## src/rtl/md_sequencer.sv

```systemverilog
// ---------------------------------------------------------------------------
// md_sequencer
//
// Sequences the multi-cycle multiplier and divider for the main control unit.
// A one-cycle start request launches the selected unit with an init pulse.
// The sequencer then waits for that unit's stop, loads HI/LO from the matching
// source and pulses done. A divide-by-zero or a stalled unit (watchdog expiry)
// is reported as a one-cycle exception instead, and HI/LO are left untouched.
//
// Parameters:
//   TIMEOUT_CYCLES - WAIT cycles allowed before a timeout exception (2..255)
//   CNT_W          - wait counter width, must be able to hold TIMEOUT_CYCLES
//
// Ports:
//   clk          system clock, rising edge
//   reset_in     asynchronous, active-high reset
//   start_mult   one-cycle request: begin MULT
//   start_div    one-cycle request: begin DIV
//   mult_stop    multiplier result valid
//   div_stop     divider result valid
//   div_zero     divider reports zero divisor (qualified by div_stop)
//   mult_init    one-cycle start pulse to the multiplier
//   div_init     one-cycle start pulse to the divider
//   high_load    HI register load enable
//   low_load     LO register load enable
//   mux_high     HI source select (0 = multiplier, 1 = divider)
//   mux_low      LO source select (0 = multiplier, 1 = divider)
//   busy         sequencer not idle; control unit must stall
//   done         one-cycle pulse, HI/LO written
//   exc          one-cycle exception pulse
//   exc_cause    valid with exc: 01 = divide by zero, 10 = timeout
//   last_latency (MD_LATENCY_STAT_EN only) WAIT-cycle count of the last
//                operation that reached the HI/LO write
//
// Build option:
//   MD_LATENCY_STAT_EN - adds the last_latency output and its capture register
//
// Every output is decoded from registered state only; none depends
// combinationally on an input.
// ---------------------------------------------------------------------------
module md_sequencer #(
   parameter int unsigned TIMEOUT_CYCLES = 64,
   parameter int unsigned CNT_W          = 8
) (
   input  logic             clk,
   input  logic             reset_in,
   input  logic             start_mult,
   input  logic             start_div,
   input  logic             mult_stop,
   input  logic             div_stop,
   input  logic             div_zero,
   output logic             mult_init,
   output logic             div_init,
   output logic             high_load,
   output logic             low_load,
   output logic             mux_high,
   output logic             mux_low,
   output logic             busy,
   output logic             done,
   output logic             exc,
`ifdef MD_LATENCY_STAT_EN
   output logic [1:0]       exc_cause,
   output logic [CNT_W-1:0] last_latency
`else
   output logic [1:0]       exc_cause
`endif
);

   localparam logic [2:0] ST_IDLE   = 3'd0;
   localparam logic [2:0] ST_M_INIT = 3'd1;
   localparam logic [2:0] ST_M_WAIT = 3'd2;
   localparam logic [2:0] ST_D_INIT = 3'd3;
   localparam logic [2:0] ST_D_WAIT = 3'd4;
   localparam logic [2:0] ST_WRITE  = 3'd5;
   localparam logic [2:0] ST_DONE   = 3'd6;
   localparam logic [2:0] ST_EXC    = 3'd7;

   localparam logic [1:0] CAUSE_NONE = 2'b00;
   localparam logic [1:0] CAUSE_DIVZ = 2'b01;
   localparam logic [1:0] CAUSE_TMO  = 2'b10;

   // Counter value of the last permitted WAIT cycle.
   localparam logic [CNT_W-1:0] CNT_LIMIT = CNT_W'(TIMEOUT_CYCLES - 1);

   logic [2:0]       state;
   logic [2:0]       state_nxt;
   logic             op_div;
   logic             op_div_nxt;
   logic [CNT_W-1:0] cnt;
   logic [CNT_W-1:0] cnt_nxt;
   logic [1:0]       cause_q;
   logic [1:0]       cause_nxt;
   logic             write_enter;

   // ------------------------------------------------------------------------
   // Next-state logic
   // ------------------------------------------------------------------------
   always_comb begin
      state_nxt   = state;
      op_div_nxt  = op_div;
      cnt_nxt     = cnt;
      cause_nxt   = cause_q;
      write_enter = 1'b0;

      case (state)
         ST_IDLE: begin
            // MULT has priority when both requests arrive together.
            if (start_mult) begin
               state_nxt  = ST_M_INIT;
               op_div_nxt = 1'b0;
            end else if (start_div) begin
               state_nxt  = ST_D_INIT;
               op_div_nxt = 1'b1;
            end
         end

         ST_M_INIT: begin
            state_nxt = ST_M_WAIT;
            cnt_nxt   = '0;
         end

         ST_D_INIT: begin
            state_nxt = ST_D_WAIT;
            cnt_nxt   = '0;
         end

         ST_M_WAIT: begin
            // A stop on the watchdog's last cycle still completes normally.
            if (mult_stop) begin
               state_nxt   = ST_WRITE;
               write_enter = 1'b1;
            end else if (cnt == CNT_LIMIT) begin
               state_nxt = ST_EXC;
               cause_nxt = CAUSE_TMO;
            end else begin
               cnt_nxt = cnt + CNT_W'(1);
            end
         end

         ST_D_WAIT: begin
            // div_zero carries meaning only alongside div_stop.
            if (div_stop && div_zero) begin
               state_nxt = ST_EXC;
               cause_nxt = CAUSE_DIVZ;
            end else if (div_stop) begin
               state_nxt   = ST_WRITE;
               write_enter = 1'b1;
            end else if (cnt == CNT_LIMIT) begin
               state_nxt = ST_EXC;
               cause_nxt = CAUSE_TMO;
            end else begin
               cnt_nxt = cnt + CNT_W'(1);
            end
         end

         ST_WRITE: state_nxt = ST_DONE;
         ST_DONE:  state_nxt = ST_IDLE;
         ST_EXC:   state_nxt = ST_IDLE;
         default:  state_nxt = ST_IDLE;
      endcase
   end

   // ------------------------------------------------------------------------
   // State registers
   // ------------------------------------------------------------------------
   always_ff @(posedge clk or posedge reset_in) begin
      if (reset_in) begin
         state   <= ST_IDLE;
         op_div  <= 1'b0;
         cnt     <= '0;
         cause_q <= CAUSE_NONE;
      end else begin
         state   <= state_nxt;
         op_div  <= op_div_nxt;
         cnt     <= cnt_nxt;
         cause_q <= cause_nxt;
      end
   end

`ifdef MD_LATENCY_STAT_EN
   // Counter starts at 0 in the first WAIT cycle, so the cycle count is cnt+1.
   always_ff @(posedge clk or posedge reset_in) begin
      if (reset_in) begin
         last_latency <= '0;
      end else if (write_enter) begin
         last_latency <= cnt + CNT_W'(1);
      end
   end
`endif

   // ------------------------------------------------------------------------
   // Moore output decode
   // ------------------------------------------------------------------------
   always_comb begin
      mult_init = (state == ST_M_INIT);
      div_init  = (state == ST_D_INIT);
      high_load = (state == ST_WRITE);
      low_load  = (state == ST_WRITE);
      busy      = (state != ST_IDLE);
      // Source selects follow the operation in every non-idle state.
      mux_high  = (state != ST_IDLE) && op_div;
      mux_low   = (state != ST_IDLE) && op_div;
      done      = (state == ST_DONE);
      exc       = (state == ST_EXC);
      exc_cause = (state == ST_EXC) ? cause_q : CAUSE_NONE;
   end

endmodule

```

## config.mk

```make
export PLATFORM = sky130hd
export DESIGN_NAME = md_sequencer
export DESIGN_NICKNAME = d
export VERILOG_FILES = /design/src/rtl/md_sequencer.sv
export SDC_FILE = /design/constraint.sdc
export NUM_CORES = 1
export LEC_CHECK = 0
export CAP_MARGIN = 10
export CORE_UTILIZATION = 35
export CTS_BUF_LIST = sky130_fd_sc_hd__clkbuf_4 sky130_fd_sc_hd__clkbuf_8
export DETAILED_ROUTE_END_ITERATION = 6
export GPL_TIMING_DRIVEN = 0
export PLACE_DENSITY = 0.65
export SYNTH_ARGS = -nofsm -noshare
export SYNTH_HDL_FRONTEND = slang
export SYNTH_SLANG_ARGS = --single-unit
```

## constraint.sdc

```tcl
create_clock -name clk -period 2.3 [get_ports clk]
set_clock_uncertainty 0.15 [all_clocks]
set_input_delay 0.345 -clock clk [delete_from_list [all_inputs] [get_ports clk]]
set_output_delay 0.345 -clock clk [all_outputs]
set_load 0.01 [all_outputs]
```

==> out/metrics.cfg <==
[outcome]
status=finished clean

[power]
p_int_uw=785
peakVddDrop_uv=576
power.total_mw=1.36
power.share.clock_pct=13.8
switching_share_pct=42.2
leakage_nw=0.576
p_seq_share_pct=26.6
switchingPower_uw=574
p_comb_share_pct=59.6
powerDensity_mw_per_mm2=1100

[cts]
numCtsBuffers=3
clk_pin_slew_ns=0.09
clockRootBuffer=clkbuf_4
cts_tree=done
insertion_delay_ns=0.29
htree_levels=1
clockBufferDepth=2
hold_buffers=0
cts_sinks=14

[place]
dp.cells=152
portBuffers=17
place_congestion=0.787
hpwl_microns=1640
place_area_sq_mm=0.00113
place_ws_ns=-0.0608

[floorplanning]
die-area_sq_mm=0.00284
rows=18
die_w_microns=53.3
core_area_sq_mm=0.00248
start_util_pct=37.2
io_pins=18
die_y_microns=53.3

[routing]
firstDrtPassIters=2
drt-total-wl_microns=2220
vias=839
drc=0
drt.antenna.violating_nets=0
vias_per_cell=5.31
drtIter0Drc=17
wire_per_inst_microns=14.1

[yosys]
syn_area_sq_um=921
synth_seq_cells=14
synth_area_leaders=dfrtp_1, nor2_1, nand2_1
synth.top_cell.area_share_pct=38.0
ys_warn_count=0
ys_seq_area_share_pct=38.0
yosys.area.top_type=dfrtp_1
synth_nets=113
yosys_most_used_dff=dfrtp_1
syn_area_per_cell_sq_um=8.77
synth-edff-count=0
async_flop_share_pct=100
synth_cells=105
synth_cell_type_count=40

[setup_path]
cp_top_family=buffers and inverters
crit_arrival_ns=1.74
path_buf_inv=3
r2r_start=state[1]$_DFFE_PP0P_
required_ns=1.80
endpoint_kind=output pin
cpPeakStageDelay_ns=0.47
crit_type=reg -> out
worstPathCellList=buf_6 -> clkbuf_8 -> nor3_4 -> nor2b_1 -> clkdlybuf4s50_1
critPathMaxFanout=10
ff2ff_path_depth=5
ff2ff_setup_slack_ns=0.37
critPathSlowestCell=clkdlybuf4s50_1
r2r-end=cnt[0]$_DFFE_PP0P_
worst_setup_path_start_kind=flip-flop

[timing]
rsz0062_at_grt=false
setup_viol=0
fin_hold_ws_ns=0.257
tightest_slew_ns=0.578
hold_viol=0
max_freq_ghz=0.448
period_share_pct=97.0
tns_ns=0
slew_violations=0
period_needed_ns=2.23
relSlewSlack_pct=61.1
finalWorstSetupSlack_ns=0.0689

[cells_and_area]
syn2layout_area_growth_pct=33.8
layout-drive-gt1-share_pct=19.5
layout.cells.most_common_list=dfrtp_1, clkdlybuf4s50_1, nor2_1, nand2_1, inv_1
antennaDiodeCount=0
final_cell_area_sq_mm=0.00123
layout_commonest_cell=dfrtp_1
instances_no_fill=158
nets=137
fin_util_pct=49.7

[min_path]
hp-class=in -> async

[global_route]
antenna_found_initial=0
grt_max_degree=15
first_global_vias=793
gr-total-overflow=0
track_usage_pct=17.9
grt_pass1_wl_microns=3570

[run]
maxCapViolations=0

[worst register-to-register path: stages (launching register included)]
cell and delay [ns]:
dfrtp_1 0.41, nor2b_1 0.19, o21ai_0 0.48, nand2_1 0.14, nand2_1 0.12, mux2_2 0.33
[Yosys cell counts, types with 2 or more instances]
| cell | n |
|---|---|
| nor2_1 | 12 |
| a21oi_1 | 5 |
| inv_1 | 8 |
| and2_1 | 2 |
| nand4_1 | 3 |
| dfrtp_1 | 14 |
| buf_4 | 3 |
| nor4_1 | 2 |
| nor2b_1 | 2 |
| a211oi_1 | 4 |
| o21ai_0 | 3 |
| nand2_1 | 10 |
| o311ai_0 | 2 |
| buf_2 | 2 |
| xnor2_1 | 4 |
| nor3_1 | 5 |
[cells by family after synthesis]
logic type,synth area share (%)
xor+xnor,5.57
compound gates,18.5
flops,38.0
fa+ha+maj,1.36
buf+inv,7.20
simple gates,27.0
mux,2.31
[registers in the layout, summed over array words and instances, names as in the netlist]
name / flops
state: 3
cause_q: 2
cnt: 8
op_div: 1
[final cells by class]
| type | instances | area, sq um |
|---|---|---|
| fillers | 240 | 1240 |
| multi-input cells | 77 | 526 |
| flip-flops and latches | 14 | 350 |
| repair buffers | 19 | 190 |
| plain buffers | 6 | 58.8 |
| well taps | 30 | 37.5 |
| clock buffers | 4 | 36.3 |
| inverters | 8 | 33.8 |
[worst max path at each step]
stage / to / from / depth (start not counted)
after global routing: mux_high / state[0]$_DFFE_PP0P_ / 5
final: mux_high / state[0]$_DFFE_PP0P_ / 5
after global placement: mux_low / state[0]$_DFFE_PP0P_ / 6
after floorplan: mux_low / state[0]$_DFFE_PP0P_ / 5
after CTS: exc_cause[1] / state[2]$_DFFE_PP0P_ / 5
after detailed placement: mux_low / state[0]$_DFFE_PP0P_ / 6
[what timing repair did]
item                       in CTS  in global routing
resized for setup              10                  9
pin swaps                       1                  0
setup endpoints to repair       5                  4
cloned                          0                  0
buffers inserted                1                  1
[power groups by stage]
| stage | clock [mW] | combinational, mW | sequential (mW) |
|---|---|---|---|
| global placement | 0 | 0.713 | 0.355 |
| detailed placement | 0 | 0.722 | 0.362 |
| CTS | 0.194 | 0.773 | 0.358 |
| floorplan | 0 | 0.485 | 0.346 |
| finish | 0.187 | 0.810 | 0.362 |
| global route | 0.204 | 0.891 | 0.369 |
[routing by layer]
layer / share of wire, % / track usage, % / vias up
li1: - / - / 419
met1: 45 / 21.5 / 395
met2: 48 / 28.3 / 18
met3: 4.1 / 3.45 / 7
met4: 2.9 / 12.3 / 0
met5: 0 / 0 / -
Power figures use the tool's default switching activity.
